[src/rtl/usb_hid_pkg.sv]
// usb_hid_pkg: shared types and report helpers for the HID key reporter
package usb_hid_pkg;
    localparam int HID_RPT_LEN = 8;

    typedef enum logic [1:0] {IDLE, PRESS, RELEASE} rpt_st_t;
    typedef enum logic [1:0] {TX_IDLE, SEND, WAIT_ACK} tx_st_t;

    typedef struct packed {
        logic [7:0] modifier;
        logic [7:0] keycode;
    } hid_key_t;

    // byte idx of the boot-keyboard report; a release report is all zeros
    function automatic logic [7:0] rpt_byte(hid_key_t k, logic rel, logic [2:0] idx);
        return rel ? 8'h00 : (idx == 3'd0) ? k.modifier : (idx == 3'd2) ? k.keycode : 8'h00;
    endfunction
endpackage

[src/rtl/usb_hid_req_fifo.sv]
// usb_hid_req_fifo: request FIFO holding key events not yet reported
module usb_hid_req_fifo
    import usb_hid_pkg::*;
#(
    parameter int DEPTH = 4
) (
    input  logic     clk,
    input  logic     rstn,
    input  logic     push,
    input  logic     pop,
    input  hid_key_t din,
    output hid_key_t dout,
    output logic     full,
    output logic     empty
);
    localparam int AW = $clog2(DEPTH);

    hid_key_t    mem [DEPTH];
    logic [AW:0] wr_ptr;
    logic [AW:0] rd_ptr;

    assign empty = (wr_ptr == rd_ptr);
    assign full  = (wr_ptr == {~rd_ptr[AW], rd_ptr[AW-1:0]});
    assign dout  = mem[rd_ptr[AW-1:0]];

    // storage is written on every accepted push; head is read combinationally
    always_ff @(posedge clk) begin
        if (push) mem[wr_ptr[AW-1:0]] <= din;
    end

    // pointers carry an extra wrap bit to tell full from empty
    always_ff @(posedge clk or negedge rstn) begin
        if (!rstn) begin
            wr_ptr <= '0;
            rd_ptr <= '0;
        end else begin
            if (push) wr_ptr <= wr_ptr + (AW+1)'(1);
            if (pop)  rd_ptr <= rd_ptr + (AW+1)'(1);
        end
    end
endmodule

[src/rtl/usb_hid_key_reporter.sv]
// usb_hid_key_reporter: turns key requests into HID boot-keyboard press/release IN reports
module usb_hid_key_reporter
    import usb_hid_pkg::*;
#(
    parameter int FIFO_DEPTH = 4
) (
    input  logic        clk,
    input  logic        rstn,
    input  logic [15:0] key_value,
    input  logic        key_request,
    output logic        key_overflow,
    output logic        ep_in_has_data,
    input  logic        ep_in_start,
    output logic [7:0]  ep_in_data,
    output logic        ep_in_valid,
    input  logic        ep_in_ready,
    output logic        ep_in_last,
    input  logic        ep_in_ack
);
    localparam logic [2:0] LAST_IDX = 3'(HID_RPT_LEN - 1);

    rpt_st_t    rpt_st;
    tx_st_t     tx_st;
    hid_key_t   rpt_key;
    hid_key_t   fifo_dout;
    logic [2:0] idx;
    logic       req_ok;
    logic       ack_done;
    logic       pop;
    logic       push;
    logic       fifo_full;
    logic       fifo_empty;
    logic       rel;

    assign req_ok         = key_request && (key_value != 16'h0000);
    assign ack_done       = (tx_st == WAIT_ACK) && ep_in_ack;
    assign pop            = !fifo_empty && ((rpt_st == IDLE) || ((rpt_st == RELEASE) && ack_done));
    assign push           = req_ok && (!fifo_full || pop);
    assign rel            = (rpt_st == RELEASE);
    assign ep_in_has_data = (rpt_st != IDLE);

    usb_hid_req_fifo #(.DEPTH(FIFO_DEPTH)) u_fifo (
        .clk   (clk),
        .rstn  (rstn),
        .push  (push),
        .pop   (pop),
        .din   (hid_key_t'(key_value)),
        .dout  (fifo_dout),
        .full  (fifo_full),
        .empty (fifo_empty)
    );

    // report FSM: a pop always starts a press; an ack moves press->release->idle
    always_ff @(posedge clk or negedge rstn) begin
        if (!rstn) begin
            rpt_st       <= IDLE;
            rpt_key      <= '0;
            key_overflow <= 1'b0;
        end else begin
            key_overflow <= req_ok && fifo_full && !pop;
            if (pop) rpt_key <= fifo_dout;
            if (pop) rpt_st <= PRESS;
            else if (ack_done) rpt_st <= (rpt_st == PRESS) ? RELEASE : IDLE;
        end
    end

    // stream FSM: registered byte output, restart from byte0 on a retransmit start
    always_ff @(posedge clk or negedge rstn) begin
        if (!rstn) begin
            tx_st       <= TX_IDLE;
            idx         <= '0;
            ep_in_valid <= 1'b0;
            ep_in_last  <= 1'b0;
            ep_in_data  <= 8'h00;
        end else begin
            case (tx_st)
                TX_IDLE, WAIT_ACK: begin
                    if (ack_done) tx_st <= TX_IDLE;
                    else if (ep_in_start && ep_in_has_data) begin
                        tx_st       <= SEND;
                        idx         <= '0;
                        ep_in_valid <= 1'b1;
                        ep_in_last  <= 1'b0;
                        ep_in_data  <= rpt_byte(rpt_key, rel, 3'd0);
                    end
                end
                SEND: begin
                    if (ep_in_ready) begin
                        if (idx == LAST_IDX) begin
                            tx_st       <= WAIT_ACK;
                            ep_in_valid <= 1'b0;
                            ep_in_last  <= 1'b0;
                        end else begin
                            idx        <= idx + 3'd1;
                            ep_in_data <= rpt_byte(rpt_key, rel, idx + 3'd1);
                            ep_in_last <= (idx + 3'd1 == LAST_IDX);
                        end
                    end
                end
                default: tx_st <= TX_IDLE;
            endcase
        end
    end
endmodule

[config.mk]
export PLATFORM = sky130hd
export DESIGN_NAME = usb_hid_key_reporter
export DESIGN_NICKNAME = d
export VERILOG_FILES = /design/src/rtl/usb_hid_pkg.sv /design/src/rtl/usb_hid_req_fifo.sv /design/src/rtl/usb_hid_key_reporter.sv
export SDC_FILE = /design/constraint.sdc
export NUM_CORES = 1
export LEC_CHECK = 0
export CELL_PAD_IN_SITES_DETAIL_PLACEMENT = 2
export CELL_PAD_IN_SITES_GLOBAL_PLACEMENT = 2
export CORE_UTILIZATION = 47
export CTS_BUF_LIST = sky130_fd_sc_hd__clkbuf_16
export CTS_CLUSTER_SIZE = 30
export DETAILED_ROUTE_END_ITERATION = 16
export GPL_TIMING_DRIVEN = 0
export PLACE_DENSITY = 0.82
export SLEW_MARGIN = 20
export SYNTH_ARGS = -nofsm -noshare
export SYNTH_HDL_FRONTEND = slang
export SYNTH_SLANG_ARGS = --single-unit
[constraint.sdc]
create_clock -name clk -period 3.75 [get_ports clk]
set_input_delay 0.75 -clock clk [delete_from_list [all_inputs] [get_ports clk]]
set_output_delay 0.75 -clock clk [all_outputs]
set_load 0.005 [all_outputs]
# == Word-level counts from Yosys, hierarchy flattened ==
# Memory sizes are Yosys's and may differ from the RTL's. A register that Yosys moved wholly into a read port is not among the register bits.
# Index checks and enable logic that the tools add are counted.
# totals
memories,1
mem_bits_rw,64
input_bits,22
ff_bits,24
elab_cells,89
# mem_list
memory,depth,width,read_ports,rd_ports_with_merged_regs,wr,line_no,text
u_fifo.mem,4,16,1,1,1,usb_hid_req_fifo.sv:18,hid_key_t mem [DEPTH];
# op_classes
eq_ne,15
add_sub_neg,3
n_bitwise,1
muxes,34
n_reduce_logical,26
# op_table
operator,count
$mux W8,8
$pmux W8 S2,1
$reduce_bool A16 Y1,1
$mux W2,7
$mux W3,4
$mux W1,10
$ne A2 B2 Y1 const B,5
$reduce_and A5 Y1,2
$add A3 B1 Y3 const B,3
$logic_and A1 B1 Y1,8
$eq A3 B3 Y1,2
$eq A3 B3 Y1 const B,2
$pmux W3 S2,1
$reduce_bool A2 Y1,3
$eq A2 B1 Y1 const B,2
$eq A2 B2 Y1 const B,2
$logic_not A1 Y1,4
$logic_not A2 Y1,2
$pmux W1 S2,2
$pmux W2 S2,1
$reduce_and A4 Y1,1
$eq A3 B2 Y1 const B,1
$logic_not A3 Y1,1
$ne A3 B3 Y1 const B,1
4 further kinds,5

# == Logic depth before layout (Yosys ltp) ==
# Gate-level depths: netlist of the first run.
# logic_depth
ltp_word,9
ltp_mapped,7
depth_no_buf,6

# == Modules after synthesis ==
# Synthesis of the first run repeated with hierarchy kept, for this count alone.
# hier_totals
hier_cells,250
hier_area_um2,4430.5
# modules_own_cells
module,seq_area_each_um2,area_per_inst_um2,instances,cells_each
usb_hid_req_fifo,2072.0,2696.3,1,114
usb_hid_key_reporter,850.8,1734.2,1,136

# == Worst setup path after synthesis of the first run ==
# OpenSTA, ideal clock, no wires.
# synth_path
path_type,input port to flip-flop
start,in ep_in_ack
end,"mem u_fifo.mem[2][0] (netlist name), enable pin"
arrival_time_ns,1.782
path_slack_ns,1.594
setup_ns,0.374
required_time_ns,3.376
path_stages,4
cell_sequence,nand3b_2 -> a21oi_4 -> o21a_1 -> and2_1
# synth_via
elab_chain_cells,8
# synth_lines
item,line_no,text
start: declaration,usb_hid_key_reporter.sv:18,input logic ep_in_ack
$logic_and A1 B1 Y1,usb_hid_key_reporter.sv:36,assign ack_done = (tx_st == WAIT_ACK) && ep_in_ack;
$logic_and A1 B1 Y1,usb_hid_key_reporter.sv:37,assign pop = !fifo_empty && ((rpt_st == IDLE) || ((rpt_st == RELEASE) && ack_done));
$logic_or A1 B1 Y1,usb_hid_key_reporter.sv:37,
$logic_and A1 B1 Y1,usb_hid_key_reporter.sv:37,
$logic_or A1 B1 Y1,usb_hid_key_reporter.sv:38,assign push = req_ok && (!fifo_full || pop);
$logic_and A1 B1 Y1,usb_hid_key_reporter.sv:38,
$mux W1,usb_hid_req_fifo.sv:28,if (push) mem[wr_ptr[AW-1:0]] <= din;
$mux W1 (implied by the code),usb_hid_req_fifo.sv:28,
end: declaration,usb_hid_req_fifo.sv:18,
# No other way between the ends.

# == Worst setup path after layout of the first run ==
# layout_path
start,in key_value[1]
end,"mem u_fifo.mem[0][12] (netlist name), enable pin"
# layout_via
elab_chain_cells,5
# layout_lines
item,line_no,text
start: declaration,usb_hid_key_reporter.sv:9,"input logic [15:0] key_value,"
$reduce_bool A16 Y1,usb_hid_key_reporter.sv:35,assign req_ok = key_request && (key_value != 16'h0000);
$logic_and A1 B1 Y1,usb_hid_key_reporter.sv:35,
$logic_and A1 B1 Y1,usb_hid_key_reporter.sv:38,
$mux W1,usb_hid_req_fifo.sv:28,
$mux W1 (implied by the code),usb_hid_req_fifo.sv:28,
# No other way between the ends.

==> results.py, run 1 <==
metrics = {
    "route": {
        "finalWirelength_mm": 9.42,
        "drt_iter0_markers": 57,
        "first_pass_iters": 6,
        "viasPerCell": 5.59,
        "vias": 2299,
        "postRouteAntennaNets": 0,
        "wl_per_cell_um": 22.9,
        "drc": 0,
    },
    "layout": {
        "fillCellCount": 755,
        "layout_commonest_cell": "edfxtp_1",
        "area_growth_syn_to_layout_pct": 17.4,
        "stdcell_area_um2": 5120,
        "finalNonFillerCells": 411,
        "n_antenna_cell": 0,
        "drive_gt1_share_pct": 21.8,
        "nets": 330,
        "final_cell_mix": "edfxtp_1 (64), dfrtp_1 (40), clkdlybuf4s50_1 (32)",
    },
    "global_routing": {
        "grt_usage_pct": 21.9,
        "antenna_found_initial": 0,
        "grtUsageMet1_pct": 26.9,
        "top_usage_layer": "met2",
        "grt_pass1_vias": 2580,
        "grt_overflow_total": 0,
        "grt_max_degree": 24,
        "use_met3_pct": 4.29,
        "grt_pass1_wl_mm": 15.0,
        "use_met2_pct": 38.9,
    },
    "sta": {
        "setup_viol": 0,
        "timing.final.crit_share_pct": 77.4,
        "rsz0062_at_grt": "no",
        "hold_viol": 0,
        "worstMarginPinSlew_ns": 0.905,
        "slew_viol_final": 0,
        "tns_ns": 0,
        "finClkSkew_ns": 0.00911,
        "period_needed_ns": 2.90,
        "max_freq_ghz": 0.344,
        "slew-limit-headroom_pct": 39.7,
    },
    "synthesis": {
        "synth_xor_area_share_pct": 1.92,
        "ys_ff_latch": 104,
        "syn-num-nets": 285,
        "syn_avg_cell_area_um2": 17.2,
        "synthSimpleGateAreaFrac_pct": 6.02,
        "syn_area_um2": 4360,
        "synthMuxAreaShare_pct": 15.5,
        "yosys_warnings": 0,
        "synth-adder-area-share_pct": 2.87,
        "yosysUniqueCellTypes": 43,
        "synth_compound_area_share_pct": 4.56,
        "seq_area_frac_synth_pct": 67.0,
        "synth-edff-count": 64,
        "async_flop_share_pct": 38.5,
        "synth_top_family_by_area": "multiplexers",
        "postSynthCellCount": 253,
        "synthFlopType": "edfxtp_1",
    },
    "flow_run": {
        "drv_cap": 0,
    },
    "min_path": {
        "hold_path_class": "primary input to async pin",
    },
    "floorplan": {
        "start_util_pct": 49.3,
        "core_region_area_um2": 8850,
        "die_h_um": 98.4,
        "rows": 34,
        "ios": 34,
        "fp.dieW_um": 98.4,
        "die_area_um2": 9670,
    },
    "power": {
        "internal-power_mw": 2.74,
        "clockPowerShare_pct": 21.5,
        "switchingPower_mw": 1.29,
        "seq_power_share_pct": 44.3,
        "p_leak_nw": 1.96,
        "switching_share_pct": 32.1,
        "comb_power_share_pct": 34.1,
        "p_per_area_nw_per_um2": 787,
        "ir_drop_v": 0.000439,
    },
    "clock_tree": {
        "post-cts-setup-buffers": 0,
        "cts_made_buffers": 9,
        "clk_pin_slew_ns": 0.07,
        "htreeDepth": 3,
        "clock_sinks": 104,
        "cts_root_buf": "clkbuf_16",
        "holdBufCountCts": 0,
        "clk_path_buf_depth": 2,
        "tritoncts": "built",
        "clock_latency_ns": 0.34,
        "cts-resized-gates": 0,
    },
    "setup_path": {
        "cp-startpoint": "key_value[1]",
        "reg2reg_from": "tx_st[0]",
        "crit_type": "primary input to register",
        "rr_worst_depth": 4,
        "worstPathArrival_ns": 2.87,
        "worstPathRequired_ns": 3.72,
        "end_kind": "register",
        "start_kind": "primary input",
        "path_max_fanout": 16,
    },
    "place": {
        "dpl-instance-area_um2": 4850,
        "io_buffers": 33,
        "hpwl_mm": 6.78,
        "dp.cells": 395,
        "gp_congestion": 0.732,
    },
    "status": {
        "status": "finished clean",
    },
}
==> layer usage <==
| metal | up-vias | routed length (um) | share of wire, % |
|---|---|---|---|
| met5 | - | 0 | 0 |
| met2 | 41 | 5050 | 54 |
| li1 | 1046 | - | - |
| met4 | 0 | 110 | 1.2 |
| met3 | 9 | 270 | 2.9 |
| met1 | 1203 | 3990 | 42 |
==> per-stage QoR <==
stage               util, %  hold slack (ns)  total power, mW  setup slack, ns
global placement       54.6            0.462             3.08            0.522
CTS                    57.9            0.352             4.10            0.786
finish                 57.9            0.351             4.03            0.846
global route           57.9            0.369             4.25            0.674
detailed placement     54.8            0.476             3.21            0.419
floorplan                 -            0.454             2.71             1.59
==> critical path: stages <==
cell and delay, ns:
clkdlybuf4s50_1 0.56, nor4_1 0.11, a41oi_1 0.39, o21a_1 0.30, and2_1 0.76
==> power groups by stage <==
stage	clock [mW]	sequential [mW]	combinational, mW
after floorplan	0	1.73	0.971
after global placement	0	1.77	1.31
after detailed placement	0	1.81	1.40
after CTS	0.889	1.80	1.41
after global routing	0.922	1.83	1.50
final	0.869	1.79	1.38
==> worst paths after layout <==
| kind | end | slack, ns |
|---|---|---|
| worst max-delay path | u_fifo.mem[0][12] | 0.85 |
| worst min-delay path | tx_st[0] | 0.35 |
| worst max register to register | u_fifo.mem[0][12] | 1.37 |
| worst min register to register | ep_in_data[5] | 0.48 |
| max in group asynchronous | ep_in_data[0] | 2.92 |
| min in group clk | ep_in_data[5] | 0.48 |
==> registers in the layout (all words and copies together), names as in the netlist <==
register / cells
u_fifo.mem: 64
key_overflow: 1
ep_in_valid: 1
idx: 3
tx_st: 2
ep_in_data: 8
rpt_st: 2
u_fifo.wr_ptr: 3
ep_in_last: 1
u_fifo.rd_ptr: 3
rpt_key: 16
==> kinds of logic after synthesis <==
group / Yosys count
simple gates: 47
mux: 42
xor+xnor: 7
flops: 104
compound gates: 26
buf+inv: 17
fa+ha+maj: 10
==> cell type report <==
| class | instances | area, um2 | area share (%) |
|---|---|---|---|
| Tap cell | 108 | 135 | 2.64 |
| Sequential cell | 104 | 2920 | 57.0 |
| Clock inverter | 7 | 47.5 | 0.928 |
| Clock buffer | 9 | 225 | 4.39 |
| Inverter | 8 | 30.0 | 0.586 |
| Timing Repair Buffer | 34 | 353 | 6.88 |
| Buffer | 9 | 66.3 | 1.29 |
| Multi-Input combinational cell | 132 | 1350 | 26.2 |
==> cell usage after synthesis (2+ instances only) <==
library cell  count  area [um2]
inv_1             8        30.0
buf_4             3        22.5
a21o_1            2        15.0
o31ai_1           9        67.6
o21ai_0           4        20.0
nand2_1          18        67.6
xnor2_1           4        35.0
and2_1           10        62.6
nor2b_1           3        18.8
mux2_2           11         124
mux4_2           16         360
edfxtp_1         64        1920
mux2i_1           7        70.1
nor4_1            4        25.0
mux2_4            8         120
buf_2             2        10.0
xnor2_2           2        32.5
o21a_1            2        15.0
nand4b_1          2        17.5
nand3_1           2        10.0
dfrtp_1          40        1000
ha_1             10         125
o211ai_1          2        15.0
Power figures use the tool's default switching activity.
==> run 2: changes to the inputs <==
--- a/config.mk
+++ b/config.mk
@@ -7,12 +7,12 @@
 export LEC_CHECK = 0
 export CELL_PAD_IN_SITES_DETAIL_PLACEMENT = 2
 export CELL_PAD_IN_SITES_GLOBAL_PLACEMENT = 2
-export CORE_UTILIZATION = 47
+export CORE_UTILIZATION = 43
 export CTS_BUF_LIST = sky130_fd_sc_hd__clkbuf_16
 export CTS_CLUSTER_SIZE = 30
 export DETAILED_ROUTE_END_ITERATION = 16
 export GPL_TIMING_DRIVEN = 0
-export PLACE_DENSITY = 0.82
+export PLACE_DENSITY = 0.75
 export SLEW_MARGIN = 20
 export SYNTH_ARGS = -nofsm -noshare
 export SYNTH_HDL_FRONTEND = slang
==> constraint.sdc (replaced) <==
create_clock -name clk -period 2.9 [get_ports clk]
set_input_delay 0.58 -clock clk [delete_from_list [all_inputs] [get_ports clk]]
set_output_delay 0.58 -clock clk [all_outputs]
set_load 0.005 [all_outputs]
==> results.py, run 2 (same netlist as run 1, synthesis figures left out) <==
metrics = {
    "status": {
        "status": "finished clean",
    },
    "power": {
        "seq_power_share_pct": 43.3,
        "clockPowerShare_pct": 23.7,
        "switchingPower_mw": 1.74,
        "internal-power_mw": 3.59,
        "ir_drop_v": 0.000489,
        "switching_share_pct": 32.6,
        "p_leak_nw": 1.99,
        "comb_power_share_pct": 33.0,
        "p_per_area_nw_per_um2": 1030,
    },
    "clock_tree": {
        "clock_latency_ns": 0.35,
        "clk_path_buf_depth": 2,
        "clk_pin_slew_ns": 0.08,
        "cts_made_buffers": 9,
        "htreeDepth": 3,
        "tritoncts": "built",
        "holdBufCountCts": 0,
        "cts_root_buf": "clkbuf_16",
        "clock_sinks": 104,
    },
    "floorplan": {
        "die_h_um": 103,
        "rows": 36,
        "ios": 34,
        "core_region_area_um2": 9820,
        "start_util_pct": 44.4,
        "die_area_um2": 10600,
        "fp.dieW_um": 103,
    },
    "place": {
        "hpwl_mm": 6.54,
        "gp_congestion": 0.722,
        "dpl-instance-area_um2": 4880,
        "io_buffers": 33,
    },
    "setup_path": {
        "r2r-end": "u_fifo.mem[3][11]",
        "start_kind": "primary input",
        "crit_family": "buffers and inverters",
        "cpMaxStageDelayCell": "nor4_1",
        "end_kind": "register",
        "crit_chain": "clkdlybuf4s50_1 -> nor4_1 -> a41oi_1 -> o211ai_1 -> inv_1",
        "reg2reg_from": "tx_st[0]",
        "rr_worst_depth": 4,
        "path_max_fanout": 16,
        "worstPathArrival_ns": 2.77,
        "crit_type": "primary input to register",
        "max_stage_delay_ns": 0.63,
        "ff2ff_setup_slack_ns": 0.75,
        "worst-path-buf-inv": 2,
        "worstPathRequired_ns": 2.87,
    },
    "sta": {
        "hold_viol": 0,
        "rsz0062_at_grt": "no",
        "slew_viol_final": 0,
        "finClkSkew_ns": 0.0138,
        "worstMarginPinSlew_ns": 0.775,
        "tns_ns": 0,
        "max_freq_ghz": 0.357,
        "fin_hold_ws_ns": 0.146,
        "setup_viol": 0,
        "timing.final.crit_share_pct": 96.5,
        "period_needed_ns": 2.80,
        "slew-limit-headroom_pct": 48.3,
    },
    "layout": {
        "stdcell_area_um2": 5200,
        "area_growth_syn_to_layout_pct": 19.1,
        "multiInputGateArea_um2": 1350,
        "seqCellArea_um2": 2920,
        "fillCellCount": 913,
        "largest_register_ffs": 64,
        "drive_gt1_share_pct": 23.4,
        "n_antenna_cell": 0,
        "final_cell_mix": "edfxtp_1 (64), dfrtp_1 (40), clkdlybuf4s50_1 (32)",
        "layout_commonest_cell": "edfxtp_1",
        "nets": 330,
    },
    "global_routing": {
        "grt_overflow_total": 0,
        "grt_usage_pct": 19.8,
        "grt_max_degree": 27,
        "grt_pass1_wl_mm": 14.6,
        "antenna_found_initial": 0,
        "grt_pass1_vias": 2624,
    },
    "route": {
        "postRouteAntennaNets": 0,
        "wl_met2_mm": 4.99,
        "first_pass_iters": 4,
        "drt_iter0_markers": 44,
        "finalWirelength_mm": 9.36,
        "wl_met3_um": 295,
        "viasPerCell": 5.30,
        "top_layer": "met4",
        "drc": 0,
        "vias": 2310,
        "wl_per_cell_um": 21.5,
        "wl_met1_mm": 3.92,
    },
    "min_path": {
        "hold_path_class": "primary input to async pin",
    },
    "flow_run": {
        "drv_cap": 0,
    },
}
==> run 2: stage by stage <==
step	utilization, %	power [mW]	instances	worst slack [ns]
2_1_floorplan	-	3.50	253	0.914
3_3_place_gp	49.5	4.00	419	-0.238
3_5_place_dp	49.7	4.13	420	-0.365
4_1_cts	52.9	5.43	436	0.0114
5_1_grt	52.9	5.64	436	0.0483
6_report	52.9	5.34	436	0.101
==> run 2: power groups by stage <==
stage / logic [mW] / clock network, mW / registers, mW
after global placement: 1.70 / 0 / 2.30
after global routing: 1.94 / 1.34 / 2.37
after floorplan: 1.26 / 0 / 2.24
after detailed placement: 1.78 / 0 / 2.34
final: 1.76 / 1.26 / 2.31
after CTS: 1.80 / 1.30 / 2.33
==> run 2: layout make-up <==
class                   instances  area share, %
inverters                       8          0.578
flip-flops and latches        104           56.2
multi-input cells             132           26.0
clock inverters                 7           1.76
clock buffers                   9           4.33
well taps                     133           3.20
plain buffers                   9           1.28
repair buffers                 34           6.65
==> run 2: repair_timing <==
| item | in CTS | in global routing |
|---|---|---|
| setup endpoints to repair | 0 | 48 |
| gates resized for setup | 0 | 3 |
| setup buffers | 0 | 0 |
==> run 2: how the worst max path moves through the flow <==
| stage | from | end | slack (ns) | cells past startpoint |
|---|---|---|---|---|
| 2_1_floorplan | ep_in_ack | u_fifo.mem[2][0] | 0.91 | 4 |
| 3_3_place_gp | key_value[2] | u_fifo.mem[1][15] | -0.24 | 5 |
| 3_5_place_dp | key_value[4] | u_fifo.mem[1][15] | -0.37 | 5 |
| 4_1_cts | key_value[4] | u_fifo.mem[1][11] | 0.01 | 5 |
| 5_1_grt | key_value[2] | u_fifo.mem[3][11] | 0.05 | 5 |
| 6_report | key_value[2] | u_fifo.mem[3][11] | 0.10 | 5 |
==> run 2: layer usage <==
| metal | vias up | GRT usage, % |
|---|---|---|
| met1 | 1189 | 23.3 |
| met4 | 0 | 6.39 |
| met3 | 11 | 4.68 |
| li1 | 1057 | - |
| met2 | 53 | 35.6 |
| met5 | - | 0 |
